`src/rtl/sad_best_mv_tracker.sv`:
```
`default_nettype none
// sad_best_mv_tracker: per-partition minimum-cost and motion-vector tracker
// over a raster-scanned integer search window, with optional MV-cost weighting.
module sad_best_mv_tracker #(
  parameter int NUM_PART     = 7,
  parameter int SAD_W        = 16,
  parameter int SR_COLS      = 64,
  parameter int SR_ROWS      = 64,
  parameter int LAMBDA_SHIFT = 2,
  localparam int CW = $clog2(SR_COLS),
  localparam int RW = $clog2(SR_ROWS)
) (
  input  logic                         clk,
  input  logic                         rst,
  input  logic                         start,
  input  logic                         cost_en,
  input  logic                         sad_valid,
  input  logic [NUM_PART*SAD_W-1:0]    sad_in,
  output logic                         busy,
  output logic                         done,
  output logic [CW-1:0]                search_column_count,
  output logic [RW-1:0]                search_row_count,
  output logic [NUM_PART*SAD_W-1:0]    best_cost,
  output logic [NUM_PART*(CW+1)-1:0]   best_mv_x,
  output logic [NUM_PART*(RW+1)-1:0]   best_mv_y
);
  localparam int AW = ((CW > RW) ? CW : RW) + 2;
  localparam int FW = SAD_W + AW + LAMBDA_SHIFT + 1;

  typedef enum logic [0:0] {IDLE = 1'b0, SEARCH = 1'b1} state_t;

  state_t        state, state_next;
  logic          cost_en_q, first, done_q;
  logic          accept, last;
  logic [CW-1:0] col;
  logic [RW-1:0] row;
  logic [CW:0]   mv_x_cur, abs_x;
  logic [RW:0]   mv_y_cur, abs_y;
  logic [FW-1:0] penalty;

  assign accept = sad_valid && (state == SEARCH) && !start;
  assign last   = accept && (col == CW'(SR_COLS - 1)) && (row == RW'(SR_ROWS - 1));

  always_ff @(posedge clk or posedge rst) begin
    if (rst) state <= IDLE;
    else     state <= state_next;
  end

  always_comb begin
    state_next = state;
    busy       = (state == SEARCH);
    if (start)     state_next = SEARCH;
    else if (last) state_next = IDLE;
  end

  // Counters wrap naturally to zero at the final candidate (power-of-two window).
  always_ff @(posedge clk or posedge rst) begin
    if (rst) begin
      col       <= '0;
      row       <= '0;
      done_q    <= 1'b0;
      cost_en_q <= 1'b0;
      first     <= 1'b0;
    end else begin
      done_q <= last;
      if (start) begin
        col       <= '0;
        row       <= '0;
        cost_en_q <= cost_en;
        first     <= 1'b1;
      end else if (accept) begin
        first <= 1'b0;
        col   <= col + CW'(1);
        if (col == CW'(SR_COLS - 1)) row <= row + RW'(1);
      end
    end
  end

  assign done                = done_q;
  assign search_column_count = col;
  assign search_row_count    = row;

  assign mv_x_cur = {1'b0, col} - (CW+1)'(SR_COLS / 2);
  assign mv_y_cur = {1'b0, row} - (RW+1)'(SR_ROWS / 2);
  assign abs_x    = mv_x_cur[CW] ? -mv_x_cur : mv_x_cur;
  assign abs_y    = mv_y_cur[RW] ? -mv_y_cur : mv_y_cur;
  assign penalty  = (FW'(abs_x) + FW'(abs_y)) << LAMBDA_SHIFT;

  for (genvar k = 0; k < NUM_PART; k++) begin : g_ch
    logic [SAD_W-1:0] sad_k, cost_k, best_q;
    logic [FW-1:0]    sum_k;
    logic [CW:0]      mvx_q;
    logic [RW:0]      mvy_q;

    assign sad_k  = sad_in[k*SAD_W +: SAD_W];
    assign sum_k  = FW'(sad_k) + (cost_en_q ? penalty : '0);
    assign cost_k = (sum_k > FW'({SAD_W{1'b1}})) ? '1 : sum_k[SAD_W-1:0];

    // Strict less-than keeps the earliest raster position on ties.
    always_ff @(posedge clk or posedge rst) begin
      if (rst) begin
        best_q <= '1;
        mvx_q  <= '0;
        mvy_q  <= '0;
      end else if (start) begin
        best_q <= '1;
        mvx_q  <= '0;
        mvy_q  <= '0;
      end else if (accept && (first || (cost_k < best_q))) begin
        best_q <= cost_k;
        mvx_q  <= mv_x_cur;
        mvy_q  <= mv_y_cur;
      end
    end

    assign best_cost[k*SAD_W +: SAD_W]  = best_q;
    assign best_mv_x[k*(CW+1) +: CW+1] = mvx_q;
    assign best_mv_y[k*(RW+1) +: RW+1] = mvy_q;
  end
endmodule
`default_nettype wire

```
`config.mk`:
```
export PLATFORM = sky130hd
export DESIGN_NAME = sad_best_mv_tracker
export DESIGN_NICKNAME = d
export VERILOG_FILES = /design/src/rtl/sad_best_mv_tracker.sv
export SDC_FILE = /design/constraint.sdc
export NUM_CORES = 1
export LEC_CHECK = 0
export ABC_CLOCK_PERIOD_IN_PS = 14700
export BUFFER_PORTS_ARGS = -buffer_cell sky130_fd_sc_hd__buf_2
export CAP_MARGIN = 5
export CORE_MARGIN = 8
export CORE_UTILIZATION = 60
export CTS_BUF_LIST = sky130_fd_sc_hd__clkbuf_4 sky130_fd_sc_hd__clkbuf_8
export CTS_CLUSTER_SIZE = 14
export DETAILED_ROUTE_END_ITERATION = 12
export GPL_TIMING_DRIVEN = 0
export PLACE_DENSITY_LB_ADDON = 0.1
export SLEW_MARGIN = 40
export SYNTH_ARGS = -nofsm -noshare
export SYNTH_HDL_FRONTEND = slang
export SYNTH_SLANG_ARGS = --single-unit
```
`constraint.sdc`:
```
create_clock -name clk -period 14.7 [get_ports clk]
set_clock_uncertainty 0.05 [all_clocks]
set_input_delay 2.94 -clock clk [delete_from_list [all_inputs] [get_ports clk]]
set_output_delay 2.94 -clock clk [all_outputs]
set_load 0.02 [all_outputs]
```
* Word level (Yosys, flattened, before mapping)
Cells that the tools add are included.
** Word-level totals
- ROM bits :: 0
- Output and inout port bits :: 224
- Word-level logic and storage cells :: 148
- Register bits after elaboration :: 226
- Input port bits :: 117
- Latch bits :: 0
- Memories kept :: 0
- Bits in writable memories :: 0
** Operators by class
- Shift operators :: 0
- Mux-type cells :: 61
- Multipliers :: 0
- Equality and inequality tests :: 2
- Bitwise logic cells :: 0
- Divide/modulo/power cells :: 0
- $lt $le $gt $ge :: 14
- Reductions and logical operators :: 30
- $add $sub $neg :: 14
** Operators with widths (number)
- $mux 16 :: 21
- $mux 7 :: 30
- $add 16x27->27 :: 6
- $gt 27x16->1 const B :: 6
- $lt 16x16->1 :: 7
- $mux 6 :: 5
- $reduce_bool 2->1 :: 10
- $add 16x10->17 :: 1
- $gt 17x16->1 const B :: 1
- $neg 7->7 :: 2
- $sub 6x6->7 const B :: 2
- $add 6x1->6 const B :: 2
- $eq 6x6->1 const B :: 2
- $logic_and 1x1->1 :: 11
- $mux 10 :: 1
- $add 7x7->8 :: 1
- $logic_or 1x1->1 :: 7
- $mux 1 :: 4
- $reduce_and 2->1 :: 1
- $logic_not 1->1 :: 1

* Longest topological paths before layout
- Word-level depth :: 13
- Depth in mapped cells :: 29
- Mapped depth without buffers :: 27

* Least setup slack after synthesis
Ideal clock, no wire load.
- Kind :: in2reg
- Start :: in sad_in[66]
- End :: reg g_ch[4].mvy_q[0]
- Setup time :: 125 ps
- Arrival time :: 6584 ps
- Data required time :: 14525 ps
- Setup slack :: 7941 ps
- Path buffers :: 3
- Cell stages on the path :: 19
- Cell sequence :: ha_1 > inv_1 > fa_1 > nor2b_4 > o21a_4 > a311oi_4 > a21o_1 > clkbuf_1 > o22ai_1 > ha_1 > a21o_1 > a21o_1 > a21oi_1 > o31ai_1 > a2111oi_4 > o31a_1 > buf_6 > buf_12 > mux2_4
** Between the ends
- Cells in the longest elaborated chain, start to end :: 7
** Ends and longest elaborated chain
- start: declaration :: RTL line 18 : input logic [NUM_PART*SAD_W-1:0] sad_in,
- $add 16x27->27 (*) :: RTL line 96 : assign sum_k = FW'(sad_k) + (cost_en_q ? penalty : '0);
- $gt 27x16->1 :: RTL line 97 : assign cost_k = (sum_k > FW'({SAD_W{1'b1}})) ? '1 : sum_k[SAD_W-1:0];
- $mux 16 (*) :: RTL line 97
- $lt 16x16->1 (*) :: RTL line 109 : end else if (accept && (first || (cost_k < best_q))) begin
- $logic_or 1x1->1 (*) :: RTL line 109
- $logic_and 1x1->1 (*) :: RTL line 109
- $reduce_bool 2->1 (no line) (*)
- end signal: assignment :: RTL line 112 : mvy_q <= mv_y_cur;
- end: declaration :: RTL line 93 : logic [RW:0] mvy_q;
Every way passes the cells marked *; elsewhere a longest branch is shown, timed or not.
A chain may end at the register's enable or synchronous reset.

* Final worst setup path
- Start :: reg row[0], in the netlist search_row_count[0]
- End :: reg g_ch[5].mvx_q[5]
** Between the ends
- Cells in the longest elaborated chain, start to end :: 12
** Ends and longest elaborated chain
- start: declaration :: RTL line 36 : logic [RW-1:0] row;
- start signal: assignment :: RTL line 74 : if (col == CW'(SR_COLS - 1)) row <= row + RW'(1);
- $sub 6x6->7 (*) :: RTL line 84 : assign mv_y_cur = {1'b0, row} - (RW+1)'(SR_ROWS / 2);
- $neg 7->7 :: RTL line 86 : assign abs_y = mv_y_cur[RW] ? -mv_y_cur : mv_y_cur;
- $mux 7 (*) :: RTL line 86
- $add 7x7->8 (*) :: RTL line 87 : assign penalty = (FW'(abs_x) + FW'(abs_y)) << LAMBDA_SHIFT;
- $mux 10 (*) :: RTL line 96
- $add 16x27->27 (*) :: RTL line 96
- $gt 27x16->1 :: RTL line 97
- $mux 16 (*) :: RTL line 97
- $lt 16x16->1 (*) :: RTL line 109
- $logic_or 1x1->1 (*) :: RTL line 109
- $logic_and 1x1->1 (*) :: RTL line 109
- $reduce_bool 2->1 (no line) (*)
- end signal: assignment :: RTL line 111 : mvx_q <= mv_x_cur;
- end: declaration :: RTL line 92 : logic [CW:0] mvx_q;
Marked as above.

==> flow_summary_export.csv <==
group,metric,value,unit
flow_run,timing.max_cap.violations,0,
placed_design,place.port_buffers,339,
floorplanning,core,0.02504,mm^2
timing,minimum_hold_slack,0.4527,ns
pwr,power_frac_comb,33.2,%
timing,report.final.slew_viol_count,0,
synth,yosysTopAreaCell,"sky130_fd_sc_hd__dfstp_2",
clocking,numClockSinks,212,
clocking,cts_clock_pin_slew_for_the_worst_setup_and_hold_paths,0.06,ns
route,drt_pre_antenna_iters,5,
synth,ys_seq_elements,212,
synth,synth.top_cells.by_area,"sky130_fd_sc_hd__dfstp_2 19%, sky130_fd_sc_hd__dfrtp_1 16%, sky130_fd_sc_hd__ha_1 14%",
pwr,cell_internal_power,1.266,mW
pwr,power.density,105.7,mW/mm^2
pwr,p_sw,0.6770,mW
setup_path,criticalPathCategory,"flip-flop to flip-flop",
global_routing,via_count_of_the_first_global_routing_pass,13850,
pwr,swShare,34.85,%
synth,yosys.area.top_type_share,19.30,%
clocking,cts_root_buffer,"sky130_fd_sc_hd__clkbuf_8",
synth,avgSynthCellArea,9.954,um^2
global_routing,grt_antenna_before_repair,6,
route,route.detailed.wl_per_inst,20.23,um
hold_path,hold_class,"flip-flop to flip-flop",
timing,timing.final.hold_violations,0,
layout,finish.net_count,2215,
timing,worst-slew-pin-transition,0.8331,ns
synth,ys_types,85,
layout,top_library_cells_by_usage_in_the_layout_fill_and_taps_aside,"352 x sky130_fd_sc_hd__buf_2, 172 x sky130_fd_sc_hd__ha_1, 145 x sky130_fd_sc_hd__inv_1",
route,route.antenna.remaining_nets,0,
global_routing,grt_max_degree,64,
global_routing,grt_first_pass_wirelength,72.31,mm
floorplanning,initial_util,60.91,%
pwr,worst_ir_drop_vdd,96.49,uV
clocking,clock_latency,0.54,ns
route,routed_wirelength,46.20,mm
global_routing,globalRouteTotalUtil,29.23,%
clocking,post-cts-setup-buffers,0,
timing,setup_tns,0,ns
setup_path,startpoint_type,"flip-flop",
layout,seqCellArea,0.005445,mm^2
floorplanning,die_height,175.4,um
layout,layout_commonest_cell,"sky130_fd_sc_hd__buf_2",
route,drc,0,
floorplanning,core.rowCount,58,
synth,synth-edff-count,0,
timing,setup_violations,0,
synth,syn-instance-count,1532,
synth,ffs_w_async_s_r_synth,100.0,%
clocking,cts_repair_resize_count,0,
route,num_vias,13400,
placed_design,detail_placement_hpwl,35.24,mm
setup_path,endpoint_kind,"flip-flop",
timing,timing.slew.headroom,44.28,%
layout,fin_util,73.41,%
clocking,cts-buffers-inserted,39,
timing,setup_repair_after_global_routing_missed_its_margin,"no",
clocking,cts.hold.buffers_added,0,
floorplanning,die_area,0.03077,mm^2
pwr,sequentialPowerShare,35.0,%
clocking,ctsLongestPathBuffers,3,
timing,period_minus_slack,7.524,ns
layout,fillerInstances,1887,
clocking,total_number_of_h_tree_levels,2,
timing,max_freq,132.9,MHz
pwr,static-leakage-power,9.629,nW
synth,syn-cell-area,0.01525,mm^2
layout,layout_cells_sized_above_1,36.38,%
setup_path,timing.critical_path.fanout_max,10,
route,drt_iter0_drc,933,
pwr,report.power.total,1.943,mW
synth,synth_flop_cell,"sky130_fd_sc_hd__dfstp_2",
timing,ratio_of_final_minimum_period_to_clock_period,51.19,%
global_routing,globalRouteOverflowTotal,0,
clocking,cts_tree,"yes",
status,status,"finished, final reports clean",
placed_design,gp_congestion,0.9232,
floorplanning,ports,341,
setup_path,required,15.06,ns
floorplanning,dieWidth,175.4,um
pwr,power_frac_clock,31.8,%
layout,syn2layout_area_growth,20.53,%
route,avgViaCountPerCell,5.866,
synth,ys_warn_count,0,
synth,synth_sequential_area_ratio,35.71,%
setup_path,critPathArrivalTime,7.89,ns
layout,multiInputGateArea,0.008936,mm^2
## flip-flops by register name, indices dropped and copies added, names as in the netlist
name	cells
done	1
busy	1
g_ch.best_q	112
search_row_count	6
search_column_count	6
g_ch.mvx_q	42
cost_en_q	1
first	1
g_ch.mvy_q	42
## power by group through the flow
stage	sequential [mW]	combinational (mW)	clock (mW)
3_3_place_gp	0.685	0.612	0
3_5_place_dp	0.687	0.634	0
6_report	0.680	0.645	0.618
4_1_cts	0.679	0.640	0.628
2_1_floorplan	0.733	0.402	0
5_1_grt	0.685	0.712	0.654
## per-stage QoR
step	setup slack [ns]	instances	cell area [um^2]
finish	7.176	2284	18380
global route	6.798	2284	18380
CTS	7.232	2279	18360
detailed placement	6.985	2207	17490
global placement	3.527	2202	17360
floorplan	6.101	1533	15250
## Yosys cell counts, drive strengths merged (18+ instances only)
| cell type | instances |
|---|---|
| ha | 172 |
| inv | 146 |
| dfstp | 112 |
| mux2 | 101 |
| dfrtp | 100 |
| nor2 | 92 |
| o22a | 91 |
| nand2 | 87 |
| a21oi | 77 |
| o21ai | 66 |
| buf | 39 |
| xor2 | 34 |
| nand3 | 31 |
| nor2b | 31 |
| a21o | 28 |
| nand2b | 28 |
| nor3 | 27 |
| o21a | 26 |
| nand4 | 20 |
| xnor2 | 20 |
| a211oi | 19 |
| o32a | 18 |
## area by class of cell
class	count	area share, %
clock buffer	63	4.309
clock inverter	9	0.4152
timing repair buffer	344	9.769
antenna	5	0.06807
buffer	56	1.926
tap	330	2.246
inverter	146	3.022
sequential	212	29.63
multi-input combinational	1119	48.62
## per-layer routing
metal / global-route usage, % / vias up / routed length (um)
li1: - / 6338 / -
met2: 48.11 / 512 / 21780
met4: 12.79 / 2 / 1838
met1: 35.69 / 6443 / 18780
met3: 7.644 / 104 / 3801
met5: 0 / - / 8
## worst max-delay path, cell delays in order, from the launching register on
cell and delay [ns]:
sky130_fd_sc_hd__dfrtp_1 0.51, sky130_fd_sc_hd__inv_1 0.13, sky130_fd_sc_hd__ha_1 0.33, sky130_fd_sc_hd__mux2_2 0.30
sky130_fd_sc_hd__inv_1 0.08, sky130_fd_sc_hd__fa_1 0.41, sky130_fd_sc_hd__nand2b_2 0.45, sky130_fd_sc_hd__inv_1 0.58
sky130_fd_sc_hd__ha_1 0.36, sky130_fd_sc_hd__a211o_1 0.28, sky130_fd_sc_hd__a2111oi_0 0.61, sky130_fd_sc_hd__o31ai_1 0.26
sky130_fd_sc_hd__nand4_1 0.15, sky130_fd_sc_hd__mux2_2 0.37, sky130_fd_sc_hd__ha_1 0.29, sky130_fd_sc_hd__and4_1 0.22
sky130_fd_sc_hd__a221oi_1 0.43, sky130_fd_sc_hd__o311ai_1 0.28, sky130_fd_sc_hd__a31oi_4 0.58, sky130_fd_sc_hd__buf_2 0.35
sky130_fd_sc_hd__mux2_2 0.38
## worst paths after layout
| kind | from | endpoint | slack, ns | cells past startpoint |
|---|---|---|---|---|
| max reg2reg | search_row_count[0] | g_ch[5].mvx_q[5] | 7.18 | 20 |
| min in group asynchronous | rst | g_ch[5].mvx_q[2] | 2.30 | 2 |
| min | g_ch[3].mvy_q[4] | g_ch[3].mvy_q[4] | 0.45 | 1 |
| min reg2reg | g_ch[3].mvy_q[4] | g_ch[3].mvy_q[4] | 0.45 | 1 |
| max | search_row_count[0] | g_ch[5].mvx_q[5] | 7.18 | 20 |
| max in group asynchronous | rst | g_ch[4].best_q[4] | 11.31 | 4 |
## cells by family after synthesis
group	Yosys count	share of synthesized area, %
compound gates	402	19.83
fa+ha+maj	180	15.16
buf+inv	202	5.916
mux	104	7.852
simple gates	377	12.41
flops	212	35.71
xor+xnor	54	3.101
other cells	1	0.02459
No activity file was read; power rests on OpenSTA's default activity.
